==> config.mk <==
export PLATFORM = sky130hd
export DESIGN_NAME = imm_gen_stage
export DESIGN_NICKNAME = d
export VERILOG_FILES = /design/src/rtl/riscv_pkg.sv /design/src/rtl/imm_extract.sv /design/src/rtl/imm_gen_stage.sv
export SDC_FILE = /design/constraint.sdc
export NUM_CORES = 1
export LEC_CHECK = 0
export CORE_MARGIN = 2
export CORE_UTILIZATION = 45
export CTS_CLUSTER_SIZE = 28
export DETAILED_ROUTE_END_ITERATION = 10
export DONT_BUFFER_PORTS = 1
export GPL_ROUTABILITY_DRIVEN = 0
export PLACE_DENSITY = 0.63
export SLEW_MARGIN = 20
export SYNTH_ARGS = -nofsm -noshare
export SYNTH_HDL_FRONTEND = slang
export SYNTH_SLANG_ARGS = --single-unit
==> constraint.sdc <==
create_clock -name clk -period 13.1 [get_ports clk]
set_input_delay 0.655 -clock clk [delete_from_list [all_inputs] [get_ports clk]]
set_output_delay 0.655 -clock clk [all_outputs]
set_load 0.05 [all_outputs]
==> src/rtl/riscv_pkg.sv <==
// Shared RISC-V decode constants: immediate format selects and default XLEN.
package riscv_pkg;

   localparam int DEFAULT_XLEN = 32;

   localparam logic [2:0] IMM_I     = 3'b000;
   localparam logic [2:0] IMM_S     = 3'b001;
   localparam logic [2:0] IMM_B     = 3'b010;
   localparam logic [2:0] IMM_J     = 3'b011;
   localparam logic [2:0] IMM_U     = 3'b100;
   localparam logic [2:0] IMM_SHAMT = 3'b101;
   localparam logic [2:0] IMM_ZIMM  = 3'b110;
   localparam logic [2:0] IMM_ZERO  = 3'b111;

endpackage

==> src/rtl/imm_extract.sv <==
// Combinational immediate extraction and extension for all base formats.
module imm_extract
   import riscv_pkg::*;
#(
   parameter int XLEN = DEFAULT_XLEN
) (
   input  logic [31:0]      inst,
   input  logic [2:0]       imm_src,
   output logic [XLEN-1:0]  imm,
   output logic             illegal
);

   // Sign-extending formats are first assembled as 32-bit signed values and
   // then widened, so the same expressions serve both XLEN=32 and XLEN=64.
   logic signed [31:0] sext32;

   // Select the format and extend to XLEN.
   always_comb begin
      sext32  = '0;
      imm     = '0;
      illegal = 1'b0;
      unique case (imm_src)
         IMM_I: begin
            sext32 = {{20{inst[31]}}, inst[31:20]};
            imm    = XLEN'(sext32);
         end
         IMM_S: begin
            sext32 = {{20{inst[31]}}, inst[31:25], inst[11:7]};
            imm    = XLEN'(sext32);
         end
         IMM_B: begin
            sext32 = {{19{inst[31]}}, inst[31], inst[7], inst[30:25], inst[11:8], 1'b0};
            imm    = XLEN'(sext32);
         end
         IMM_J: begin
            sext32 = {{11{inst[31]}}, inst[31], inst[19:12], inst[20], inst[30:21], 1'b0};
            imm    = XLEN'(sext32);
         end
         IMM_U: begin
            sext32 = {inst[31:12], 12'b0};
            imm    = XLEN'(sext32);
         end
         IMM_SHAMT: begin
            // RV32 shifts only have a 5-bit amount; bit 25 set is reserved.
            if (XLEN == 64) begin
               imm = XLEN'({26'b0, inst[25:20]});
            end else begin
               imm     = XLEN'({27'b0, inst[24:20]});
               illegal = inst[25];
            end
         end
         IMM_ZIMM: begin
            imm = XLEN'({27'b0, inst[19:15]});
         end
         default: begin
            imm = '0;
         end
      endcase
   end

endmodule

==> src/rtl/imm_gen_stage.sv <==
// Registered immediate-generation stage with a 2-entry skid buffer and flush.
module imm_gen_stage
   import riscv_pkg::*;
#(
   parameter int XLEN  = DEFAULT_XLEN,
   parameter int TAG_W = 8
) (
   input  logic             clk,
   input  logic             rst_n,
   input  logic             flush,
   input  logic             in_valid,
   output logic             in_ready,
   input  logic [31:0]      in_inst,
   input  logic [2:0]       in_imm_src,
   input  logic [TAG_W-1:0] in_tag,
   output logic             out_valid,
   input  logic             out_ready,
   output logic [XLEN-1:0]  out_imm,
   output logic [TAG_W-1:0] out_tag,
   output logic             out_illegal
);

   logic [XLEN-1:0]  ext_imm;
   logic             ext_illegal;

   logic             main_valid_q, main_valid_d;
   logic [XLEN-1:0]  main_imm_q,   main_imm_d;
   logic [TAG_W-1:0] main_tag_q,   main_tag_d;
   logic             main_ill_q,   main_ill_d;
   logic             skid_valid_q, skid_valid_d;
   logic [XLEN-1:0]  skid_imm_q,   skid_imm_d;
   logic [TAG_W-1:0] skid_tag_q,   skid_tag_d;
   logic             skid_ill_q,   skid_ill_d;

   logic             accept;
   logic             emit;

   imm_extract #(.XLEN(XLEN)) u_extract (
      .inst    (in_inst),
      .imm_src (in_imm_src),
      .imm     (ext_imm),
      .illegal (ext_illegal)
   );

   // in_ready is purely registered state, so no combinational path from out_ready.
   assign in_ready    = !skid_valid_q;
   assign out_valid   = main_valid_q;
   assign out_imm     = main_imm_q;
   assign out_tag     = main_tag_q;
   assign out_illegal = main_ill_q;

   assign accept = in_valid && in_ready;
   assign emit   = main_valid_q && out_ready;

   // Next-state for the main/skid pair; flush clears only the valid bits.
   always_comb begin
      main_valid_d = main_valid_q;
      main_imm_d   = main_imm_q;
      main_tag_d   = main_tag_q;
      main_ill_d   = main_ill_q;
      skid_valid_d = skid_valid_q;
      skid_imm_d   = skid_imm_q;
      skid_tag_d   = skid_tag_q;
      skid_ill_d   = skid_ill_q;
      if (flush) begin
         main_valid_d = 1'b0;
         skid_valid_d = 1'b0;
      end else if (emit) begin
         if (skid_valid_q) begin
            // in_ready is low here, so no accept can coincide with this move.
            main_imm_d   = skid_imm_q;
            main_tag_d   = skid_tag_q;
            main_ill_d   = skid_ill_q;
            skid_valid_d = 1'b0;
         end else if (accept) begin
            main_imm_d   = ext_imm;
            main_tag_d   = in_tag;
            main_ill_d   = ext_illegal;
         end else begin
            main_valid_d = 1'b0;
         end
      end else if (accept) begin
         if (!main_valid_q) begin
            main_valid_d = 1'b1;
            main_imm_d   = ext_imm;
            main_tag_d   = in_tag;
            main_ill_d   = ext_illegal;
         end else begin
            skid_valid_d = 1'b1;
            skid_imm_d   = ext_imm;
            skid_tag_d   = in_tag;
            skid_ill_d   = ext_illegal;
         end
      end
   end

   // Register the main entry; its data is visible on the outputs, so it resets to zero.
   always_ff @(posedge clk) begin
      if (!rst_n) begin
         main_valid_q <= 1'b0;
         main_imm_q   <= '0;
         main_tag_q   <= '0;
         main_ill_q   <= 1'b0;
         skid_valid_q <= 1'b0;
      end else begin
         main_valid_q <= main_valid_d;
         main_imm_q   <= main_imm_d;
         main_tag_q   <= main_tag_d;
         main_ill_q   <= main_ill_d;
         skid_valid_q <= skid_valid_d;
      end
   end

   // Skid data is never observed while its valid bit is clear, so it needs no reset.
   always_ff @(posedge clk) begin
      skid_imm_q <= skid_imm_d;
      skid_tag_q <= skid_tag_d;
      skid_ill_q <= skid_ill_d;
   end

endmodule

# Word level (Yosys, flattened, before mapping)

Cells that the tools add are included.

Register bits: 84
Word-level logic and storage cells: 53
Output and inout port bits: 43

Equality and inequality tests: 9
Mux-type cells: 21
Bitwise gates (word level): 3
Reduce and logical (&&, ||, !) cells: 12

Operators by type and width:

| cell                                                                     | count |
|---|---|
| 32-bit one-hot mux with 7 select lines                                   | 1 |
| 32-bit two-way mux                                                       | 5 |
| 8-bit two-way mux                                                        | 5 |
| 1-bit two-way mux                                                        | 10 |
| 3-bit equality test (second input constant)                              | 3 |
| 4-bit AND reduction                                                      | 2 |
| 3-bit by 2-bit equality test with 1-bit output (second input constant)   | 2 |
| 2-bit inequality test (second input constant)                            | 2 |
| 2-bit nonzero test                                                       | 2 |
| 3-bit by 1-bit equality test with 1-bit output (second input constant)   | 1 |
| 3-bit logical NOT                                                        | 1 |
| 1-bit inverter                                                           | 3 |
| 3-bit AND reduction                                                      | 1 |
| 3-bit OR reduction                                                       | 1 |
| 1-bit logical AND                                                        | 2 |
| 2-bit by 1-bit inequality test with 1-bit output (second input constant) | 1 |
| 2-bit AND reduction                                                      | 1 |
| 2-bit OR reduction                                                       | 1 |
| 1-bit logical NOT                                                        | 1 |

# Depth between registers and ports, before layout

Gate-level depths: netlist of run 1.

Depth after elaboration: 5
Gate-level depth with buffers: 7

# By module

From an unflattened synthesis of run 1, not the netlist that was laid out.

Cells, all modules: 365
Area total of the unflattened synthesis: 3622.2 um2

Modules (own cells, without submodules):

| module        | cells each | area an instance (um2) | sequential area each (um2) | instances |
|---|---|---|---|---|
| imm_gen_stage | 283        | 3032.9                 | 2092.0                     | 1 |
| imm_extract   | 82         | 589.3                  | 0.0                        | 1 |

# Worst setup path after synthesis of run 1

No wires, ideal clock.

Kind: reg2reg
Start: reg main_valid_q (netlist: out_valid)
End: reg skid_ill_q, enable pin
Arrival: 4.139 ns
Setup time: 0.499 ns
Cell stages (with the launch flop): 4
Period minus slack after synthesis: 4.638 ns
Path slack: 8.462 ns
Buffers on the path: 1
Path through: dfxtp_1 -> nor2b_1 -> buf_2 -> nor3b_1

Longest elaborated chain between the ends: 3

Ends and longest elaborated chain:

| element                                  | RTL line             | source |
|---|---|---|
| from (decl)                              | imm_gen_stage.sv:26  | `logic main_valid_q, main_valid_d;` |
| from (signal assigned)                   | imm_gen_stage.sv:106 | `main_valid_q <= main_valid_d;` |
| 1-bit logical AND                        | imm_gen_stage.sv:53  | `assign emit = main_valid_q && out_ready;` |
| 1-bit inverter (no source line)          | --                   |  |
| 4-bit AND reduction (no source line) (*) | --                   |  |
| to (signal assigned)                     | imm_gen_stage.sv:118 | `skid_ill_q <= skid_ill_d;` |
| to (decl)                                | imm_gen_stage.sv:33  | `logic skid_ill_q, skid_ill_d;` |

Mark *: on every way between the ends. The rest lies on a longest branch, timed or not.
A chain may end at the register's enable or synchronous reset.

# Worst setup path in the final report of run 1

Start: reg main_valid_q (netlist: out_valid)
End: reg skid_imm_q[23], enable pin

Longest elaborated chain between the ends: 3

Ends and longest elaborated chain:

| element                                  | RTL line             | source |
|---|---|---|
| 1-bit logical AND                        | imm_gen_stage.sv:53  |  |
| 1-bit inverter (no source line)          | --                   |  |
| 4-bit AND reduction (no source line) (*) | --                   |  |
| to (signal assigned)                     | imm_gen_stage.sv:116 | `skid_imm_q <= skid_imm_d;` |
| to (decl)                                | imm_gen_stage.sv:31  | `logic [XLEN-1:0] skid_imm_q, skid_imm_d;` |

Marked as above.

==> results of run 1 <==
## layout make-up
class                   count  area (sq um)  share of cell area (%)
well taps                 108           135                    3.28
repair buffers              5          37.5                   0.912
clock buffers              10           128                    3.10
flip-flops and latches     84          2090                    50.8
clock inverters             6          72.6                    1.76
multi-input cells         252          1600                    38.9
inverters                  13          48.8                    1.19
## critical path, cell delays in order, from the launching register on
cell and delay (ps):
dfxtp_1 750, nor2b_1 660, nor3b_2 840, buf_4 540
## cells in the mapped netlist, types with 2 or more instances
cell / instances
o211ai_1: 12
o21ai_0: 10
nor2_1: 21
o221ai_2: 10
and3_1: 2
a21oi_1: 29
nand3_1: 19
o211a_1: 9
buf_2: 15
nor3b_1: 2
nor2b_1: 11
nand4_1: 12
mux2i_1: 6
o22ai_1: 18
nand2b_1: 4
mux2_2: 5
nand2_1: 46
a21o_1: 11
dfxtp_1: 43
a22oi_1: 5
inv_1: 13
nand3b_1: 7
edfxtp_1: 41
buf_4: 3
clkbuf_1: 19
## flip-flops by register name, indices dropped and copies added, names as in the netlist
register,flops
skid_ill_q,1
skid_tag_q,8
skid_valid_q,1
out_imm,32
out_valid,1
out_tag,8
out_illegal,1
skid_imm_q,32
## per-stage QoR
step / util [%] / instance area [sq um]
CTS: 47.9 / 4120
floorplan: - / 3920
global placement: 45.6 / 3920
detailed placement: 45.6 / 3920
finish: 47.9 / 4120
global route: 47.9 / 4120
## power by group
group / switching, W / total (W) / internal, W
clock network: 0.0000964 / 0.000187 / 0.0000906
logic: 0.0000221 / 0.0000399 / 0.0000178
registers: 0.0000288 / 0.000312 / 0.000283
## cell families (layout without fill, tap and decap cells)
kind of cell | Yosys count | after routing | share of synthesized area [%]
muxes | 11 | 11 | 2.97
DFF | 84 | 84 | 53.4
xor gates and xnor gates | 1 | 1 | 0.415
buffers and inverters | 51 | 34 | 5.84
AOI/OAI and AO/OA | 113 | 113 | 21.5
and+or+nand+nor | 127 | 127 | 15.8
## worst max-delay path by stage
stage | to | start | cells after the start
2_1_floorplan | skid_ill_q | out_valid | 3
3_3_place_gp | skid_imm_q[22] | out_valid | 3
3_5_place_dp | skid_imm_q[28] | out_valid | 3
4_1_cts | skid_imm_q[29] | out_valid | 3
5_1_grt | skid_imm_q[21] | out_valid | 3
6_report | skid_imm_q[23] | out_valid | 3
## metal layers
metal	up-vias	share of wire [%]
met5	-	0
met4	0	1.6
met3	15	7.6
met2	99	48
met1	1373	43
li1	1382	-
==> flow_summary_export.csv, run 1 <==
group,metric,value,unit
global_route,busiest_layer,"met2",
min_path,hold_start,"out_ready",
timing,setup_ws,9930,ps
placement,hpwl,5.70,mm
cells_and_area,fill_cells,817,
clock_tree,clk_pin_slew,100,ps
timing,tns,0,ps
floorplanning,die_h,97.3,um
timing,worst_clock_skew,14.7,ps
power,vdd.ir_drop.worst,0.0568,mV
floorplanning,design.die.area,9470,sq um
critical_path,r2r_cells,3,
global_route,grt_use_total,19.4,%
timing,rsz0062_at_grt,"false",
clock_tree,cts_root_buf,"clkbuf_8",
synthesis,syn_nets,435,
min_path,min_delay_path_depth,1,
synthesis,avgSynthCellArea,10.1,sq um
critical_path,crit_type,"reg -> reg",
min_path,hold_end,"skid_valid_q",
timing,max_slew_margin,40.7,%
drt,ant_nets,0,
floorplanning,ios,91,
synthesis,synth_area_leaders,"edfxtp_1, dfxtp_1, nand2_1",
clock_tree,numCtsBuffers,9,
drt,drt-initial-drc-count,161,
synthesis,yosysSeqAreaShare,53.4,%
timing,setup_viol,0,
power,p_leak,1.55,nW
timing,fmax,0.316,GHz
synthesis,synth_seq_cells,84,
synthesis,synth_largest_area_cell,"edfxtp_1",
clock_tree,worstSkewPairLatency,350,ps
synthesis,yosys_warnings,0,
floorplanning,die_x,97.3,um
critical_path,cp.arrival,3160,ps
clock_tree,hold_buffers,0,
synthesis,synth_flop_cell,"dfxtp_1",
global_route,antenna_found_initial,0,
drt,firstDrtPassIters,5,
cells_and_area,drive_above_1_share,10.3,%
placement,placedCellCount,462,
timing,slew_violations,0,
clock_tree,cts.sinks,84,
global_route,grt_overflow,0,
cells_and_area,finalNetCount,413,
global_route,grt_pass1_vias,2849,
timing,tightest_slew,886,ps
drt,drt-total-wl,9.09,mm
global_route,grtUsageMet1,25.0,%
timing,timing.final.crit_share,24.2,%
drt,num_vias,2869,
clock_tree,cts-resized-gates,0,
critical_path,reg2reg_to,"skid_imm_q[23]",
cells_and_area,n_antenna_cell,0,
placement,io_buffers,0,
clock_tree,cts_tree,"yes",
cells_and_area,area_growth,5.05,%
critical_path,r2r-start,"out_valid",
global_route,grt_pass1_wl,14.7,mm
synthesis,synthCells,387,
floorplanning,initial_core_util,45.6,%
power,power_density,131,nW/um^2
critical_path,worst_ep_required_time,13100,ps
synthesis,synthDistinctLibCells,39,
critical_path,cp_max_fo,32,
timing,finalHoldViolations,0,
power,total_power,0.000539,W
critical_path,cp-end-kind,"flip-flop",
floorplanning,core,8590,sq um
cells_and_area,final_common_cell,"nand2_1",
cells_and_area,most-common-layout-cells,"nand2_1, dfxtp_1, edfxtp_1",
synthesis,synth_edf_count,41,
job,cap_violations,0,
drt,routedWlPerCell,19.0,um
clock_tree,cts_setup_buffers,0,
status,status,"finished clean",
floorplanning,rows,34,
synthesis,syn_area,3920,sq um
global_route,grt_max_degree,77,
drt,viasPerCell,6.00,
clock_tree,clockBufferDepth,2,
global_route,use_met2,31.1,%
drt,drc,0,
critical_path,r2r_setup_slack,9930,ps
timing,period_minus_slack,3170,ps
synthesis,async_reset_ff_share,0,%
synthesis,yosysTopAreaCellShare,31.4,%
clock_tree,cts_max_level,3,
timing,hold_slack,386,ps
global_route,grt_use_met3,5.76,%
critical_path,cp-start-kind,"flip-flop",
placement,pre_cts_ws,9940,ps
min_path,min_path_type,"in -> reg",
cells_and_area,final_cells,478,
No activity file was read; power rests on OpenSTA's default activity.
==> run 2, diff against run 1 <==
--- a/config.mk
+++ b/config.mk
@@ -11,7 +11,7 @@
 export DETAILED_ROUTE_END_ITERATION = 10
 export DONT_BUFFER_PORTS = 1
 export GPL_ROUTABILITY_DRIVEN = 0
-export PLACE_DENSITY = 0.63
+export PLACE_DENSITY = 0.65
 export SLEW_MARGIN = 20
 export SYNTH_ARGS = -nofsm -noshare
 export SYNTH_HDL_FRONTEND = slang
==> constraint.sdc (replaced) <==
create_clock -name clk -period 2.72 [get_ports clk]
set_input_delay 0.136 -clock clk [delete_from_list [all_inputs] [get_ports clk]]
set_output_delay 0.136 -clock clk [all_outputs]
set_load 0.05 [all_outputs]
==> run 2 against run 1 <==
Critical path depth up 2. Utilization up 4.6 points. Final area up 9.7%. Combinational power rose to 6.4 times the previous value. Worst hold slack worse by 380 ps. Critical path type unchanged.
==> flow_summary_export.csv, run 2 (synthesized netlist as in run 1, its figures left out) <==
group,metric,value,unit
status,status,"finished clean",
drt,routedWlPerCell,19.3,um
floorplanning,die_h,97.3,um
floorplanning,core,8590,sq um
timing,tns,0,ps
timing,tightest_slew,912,ps
power,power_density,638,nW/um^2
clock_tree,cts_root_buf,"clkbuf_8",
global_route,grt_pass1_wl,15.8,mm
drt,drc,0,
global_route,busiest_layer,"met2",
power,p_leak,1.73,nW
drt,viasPerCell,5.94,
cells_and_area,fill_cells,803,
global_route,antenna_found_initial,0,
clock_tree,numCtsBuffers,9,
timing,slew_violations,0,
global_route,grt_pass1_vias,2948,
timing,fmax,0.495,GHz
timing,max_slew_margin,39.1,%
timing,worst_clock_skew,10.7,ps
cells_and_area,fin_util,52.5,%
drt,firstDrtPassIters,5,
cells_and_area,finalNetCount,445,
clock_tree,cts_setup_buffers,0,
clock_tree,worstSkewPairLatency,350,ps
floorplanning,initial_core_util,45.6,%
global_route,use_met2,32.7,%
placement,pre_cts_ws,741,ps
global_route,grt_use_total,20.9,%
cells_and_area,final_common_cell,"nand2_1",
power,vdd.ir_drop.worst,0.265,mV
critical_path,cp-end-kind,"flip-flop",
cells_and_area,n_antenna_cell,0,
floorplanning,die_x,97.3,um
global_route,grt_overflow,0,
critical_path,cp-start-kind,"flip-flop",
clock_tree,clockBufferDepth,2,
floorplanning,ios,91,
timing,setup_ws,702,ps
placement,io_buffers,0,
critical_path,cp.arrival,2250,ps
critical_path,cp_max_fo,10,
power,total_power,0.00288,W
drt,num_vias,3029,
critical_path,crit_type,"reg -> reg",
floorplanning,rows,34,
clock_tree,cts_tree,"yes",
global_route,grt_max_degree,63,
drt,ant_nets,0,
placement,hpwl,5.85,mm
job,cap_violations,0,
clock_tree,clk_pin_slew,90,ps
timing,rsz0062_at_grt,"false",
timing,setup_viol,0,
timing,finalHoldViolations,0,
timing,period_minus_slack,2020,ps
global_route,grt_use_met3,5.32,%
global_route,grtUsageMet1,27.6,%
drt,drt-total-wl,9.87,mm
cells_and_area,most-common-layout-cells,"nand2_1, dfxtp_1, edfxtp_1",
critical_path,worst_ep_required_time,2950,ps
clock_tree,cts.sinks,84,
floorplanning,design.die.area,9470,sq um
cells_and_area,drive_above_1_share,11.4,%
drt,drt-initial-drc-count,146,
min_path,min_path_type,"in -> reg",
timing,timing.final.crit_share,74.2,%
clock_tree,cts_max_level,3,
cells_and_area,area_growth,15.2,%
-- run 2: cell types whose count changed in the layout (fill, tap and decap cells not counted), sizes merged --
| cell | delta |
|---|---|
| clkinv | -3 |
| buf | +7 |
| dlygate4sd3 | +25 |
| bufinv | +2 |
| clkinvlp | +1 |
| clkbuf | +1 |
| inv | -1 |
-- run 2: path summary, 6_finish.rpt --
| path | startpoint | to | depth (start not counted) | slack, ps |
|---|---|---|---|---|
| hold / removal | in_inst[28] | skid_imm_q[8] | 1 | 7 |
| setup / recovery | skid_valid_q | out_imm[6] | 5 | 700 |
| setup reg to reg | skid_valid_q | out_imm[6] | 5 | 700 |
| hold reg to reg | skid_imm_q[1] | out_imm[1] | 2 | 500 |
-- run 2: routing by layer --
metal	part of all wire, %	vias to the layer above
met3	7.2	19
met2	47	111
met1	43	1447
met4	2.7	0
li1	-	1452
met5	0	-
-- run 2: cell type report --
type	count	area (sq um)	area share [%]
flip-flops and latches	84	2090	46.3
multi-input cells	252	1610	35.6
repair buffers	37	373	8.26
clock buffers	11	151	3.35
well taps	108	135	2.99
clock inverters	5	106	2.36
inverters	13	48.8	1.08
-- run 2: stage by stage --
step	hold WS [ps]	instances	area (sq um)
after CTS	0.185	510	4510
after global routing	13.3	510	4510
after global placement	235	468	3980
after detailed placement	235	468	3980
after floorplan	235	387	3930
final	7.15	510	4510
-- run 2: power breakdown --
part	total, W	leakage, nW	internal (W)	switching, W
registers	0.00150	0.729	0.00136	0.000136
logic	0.000257	0.875	0.000118	0.000139
clock network	0.00112	0.126	0.000664	0.000457
-- run 2: timing repair --
action / in CTS / in global routing
hold endpoints to repair: 69 / 0
hold buffers: 26 / 0
gates resized for setup: 0 / 0
-- run 2: critical path: stages (launching register included) --
cell and delay [ps]:
dfxtp_1 430, and3_1 470, nor2_1 220, a21oi_1 180, dlygate4sd3_1 550, a21oi_1 60
==> run 3, diff against run 2 <==
--- a/config.mk
+++ b/config.mk
@@ -5,13 +5,14 @@
 export SDC_FILE = /design/constraint.sdc
 export NUM_CORES = 1
 export LEC_CHECK = 0
+export ABC_AREA = 1
 export CORE_MARGIN = 2
 export CORE_UTILIZATION = 45
 export CTS_CLUSTER_SIZE = 28
 export DETAILED_ROUTE_END_ITERATION = 10
 export DONT_BUFFER_PORTS = 1
 export GPL_ROUTABILITY_DRIVEN = 0
-export PLACE_DENSITY = 0.65
+export PLACE_DENSITY = 0.63
 export SLEW_MARGIN = 20
 export SYNTH_ARGS = -nofsm -noshare
 export SYNTH_HDL_FRONTEND = slang
==> constraint.sdc (replaced) <==
create_clock -name clk -period 2.11 [get_ports clk]
set_input_delay 0.1055 -clock clk [delete_from_list [all_inputs] [get_ports clk]]
set_output_delay 0.1055 -clock clk [all_outputs]
set_load 0.05 [all_outputs]
==> run 3 against run 2 <==
Wire length is 11% lower. Fmax up 19%. Worst hold slack better by 12 ps. Worst setup slack lost 280 ps. Critical path type unchanged. Critical endpoint is now out_imm[17].
==> flow_summary_export.csv, run 3 <==
group,metric,value,unit
status,status,"finished clean",
cells_and_area,most-common-layout-cells,"nand2_1, a21oi_1, o21ai_0",
drt,drt-total-wl,8.80,mm
timing,finalHoldViolations,0,
synthesis,syn_nets,423,
floorplanning,rows,32,
synthesis,synth_seq_cells,84,
floorplanning,core,7650,sq um
clock_tree,clockBufferDepth,2,
critical_path,crit_type,"reg -> reg",
placement,hpwl,5.41,mm
clock_tree,cts.sinks,84,
clock_tree,cts_root_buf,"clkbuf_8",
cells_and_area,n_antenna_cell,0,
job,cap_violations,0,
synthesis,synth_flop_cell,"dfxtp_1",
timing,fmax,0.592,GHz
drt,drt-initial-drc-count,128,
synthesis,yosysTopAreaCellShare,35.0,%
critical_path,crit_slowest_cell,"dfxtp_2",
timing,slew_violations,0,
cells_and_area,finalNetCount,448,
placement,io_buffers,0,
drt,routedWlPerCell,17.4,um
clock_tree,cts_max_level,3,
drt,num_vias,2794,
synthesis,synthDistinctLibCells,26,
drt,drc,0,
min_path,min_path_type,"in -> reg",
critical_path,cp_max_fo,26,
synthesis,synth_most_common_cell,"nand2_1",
timing,worst_clock_skew,10.2,ps
synthesis,yosysSeqAreaShare,59.4,%
global_route,grt_pass1_vias,2798,
critical_path,path_cells,"nand2_1 -> o21ai_1 -> nand2_1 -> inv_1 -> buf_4 -> o21ai_0 -> a21oi_2",
power,vdd.ir_drop.worst,0.465,mV
synthesis,synth_area_leaders,"edfxtp_1, dfxtp_1, nand2_1",
critical_path,cp-start-kind,"flip-flop",
cells_and_area,drive_above_1_share,13.6,%
floorplanning,die_h,92.5,um
power,p_leak,1.62,nW
synthesis,ys_top_cells_by_count,"nand2_1, a21oi_1, o21ai_0, dfxtp_1, edfxtp_1",
critical_path,cpPeakStageDelay,530,ps
global_route,grt_use_total,21.2,%
critical_path,cpMostUsedCell,"nand2_1",
drt,ant_nets,0,
global_route,busiest_layer,"met2",
floorplanning,design.die.area,8550,sq um
synthesis,async_reset_ff_share,0,%
global_route,grt_pass1_wl,14.2,mm
synthesis,synth_edf_count,41,
global_route,grt_use_met3,6.18,%
drt,firstDrtPassIters,5,
clock_tree,clk_pin_slew,80,ps
timing,period_minus_slack,1690,ps
clock_tree,worstSkewPairLatency,360,ps
global_route,antenna_found_initial,0,
timing,max_slew_margin,63.2,%
floorplanning,initial_core_util,46.1,%
critical_path,worst_ep_required_time,2400,ps
global_route,grt_overflow,0,
synthesis,synthCells,375,
critical_path,cp-end-kind,"flip-flop",
timing,rsz0062_at_grt,"false",
timing,timing.final.crit_share,80.1,%
timing,setup_viol,0,
global_route,grtUsageMet1,25.5,%
cells_and_area,final_common_cell,"nand2_1",
floorplanning,die_x,92.5,um
cells_and_area,fin_util,54.4,%
timing,tightest_slew,551,ps
synthesis,syn_area,3520,sq um
synthesis,yosys_warnings,0,
critical_path,cp.arrival,1980,ps
clock_tree,cts-resized-gates,0,
cells_and_area,area_growth,18.0,%
synthesis,avgSynthCellArea,9.39,sq um
global_route,grt_max_degree,43,
power,power_density,843,nW/um^2
synthesis,synth_largest_area_cell,"edfxtp_1",
timing,tns,0,ps
floorplanning,ios,91,
power,total_power,0.00351,W
drt,viasPerCell,5.51,
clock_tree,cts_tree,"yes",
global_route,use_met2,36.7,%
clock_tree,numCtsBuffers,9,
[run 3: cell count changes in the layout (fill, tap and decap cells not counted), sizes merged, moves of 6 or more]
cell    delta
a21oi     +34
a21o      -11
nand2     +44
nor2b     -11
o22ai     -18
o211ai    -11
mux2i      -6
o211a      -9
a31oi      +9
nor2      -10
o221ai    -11
nand3b     -7
o21ai     +40
[run 3: stage by stage]
stage	hold slack, ps	area [sq um]	setup WS [ps]	std cells
3_3_place_gp	204	3680	486	465
6_report	18.9	4160	419	507
3_5_place_dp	204	3680	421	465
5_1_grt	17.1	4160	225	507
4_1_cts	6.36	4160	392	507
2_1_floorplan	204	3560	-272	375
[run 3: final timing paths]
check / start / to / slack [ps] / cells past startpoint
max: out_valid / out_imm[17] / 420 / 7
min reg2reg: skid_imm_q[29] / out_imm[29] / 510 / 2
max reg2reg: out_valid / out_imm[17] / 420 / 7
min: in_inst[30] / skid_imm_q[10] / 20 / 2
[run 3: routing by layer]
| metal | vias up | share of wire, % |
|---|---|---|
| met1 | 1310 | 41 |
| met4 | 0 | 0.60 |
| li1 | 1366 | - |
| met5 | - | 0 |
| met2 | 113 | 50 |
| met3 | 5 | 8.7 |
[run 3: area by class of cell]
cell class | instances | area, sq um
tap | 102 | 128
multi-input combinational | 252 | 1290
clock buffer | 10 | 138
clock inverter | 6 | 68.8
timing repair buffer | 38 | 373
sequential | 84 | 2100
inverter | 15 | 63.8
fill | 711 | 3490
[run 3: what timing repair did]
| item | CTS | global route |
|---|---|---|
| setup buffers | 0 | 0 |
| endpoints found under the hold margin | 75 | 0 |
| hold buffers | 26 | 0 |
[run 3: kinds of logic (layout without fill, tap and decap cells)]
family / count (synthesis) / count (layout) / share of synthesized area [%]
AO/OA/AOI/OAI: 124 / 124 / 19.2
buffers and inverters: 39 / 69 / 4.83
flip-flops: 84 / 84 / 59.4
AND/OR/NAND/NOR: 128 / 128 / 16.6
[run 3: critical path: cells and delay by family, from the launching register on]
family                 cells  cell delay (ps)
AOI/OAI and AO/OA          3              430
DFF                        1              530
buffers and inverters      2              360
and+or+nand+nor            2              300
[run 3: where the power goes]
part / total [W] / internal, W / switching, W
combinational: 0.000331 / 0.000124 / 0.000207
clock: 0.00119 / 0.000591 / 0.000594
sequential: 0.00199 / 0.00177 / 0.000216
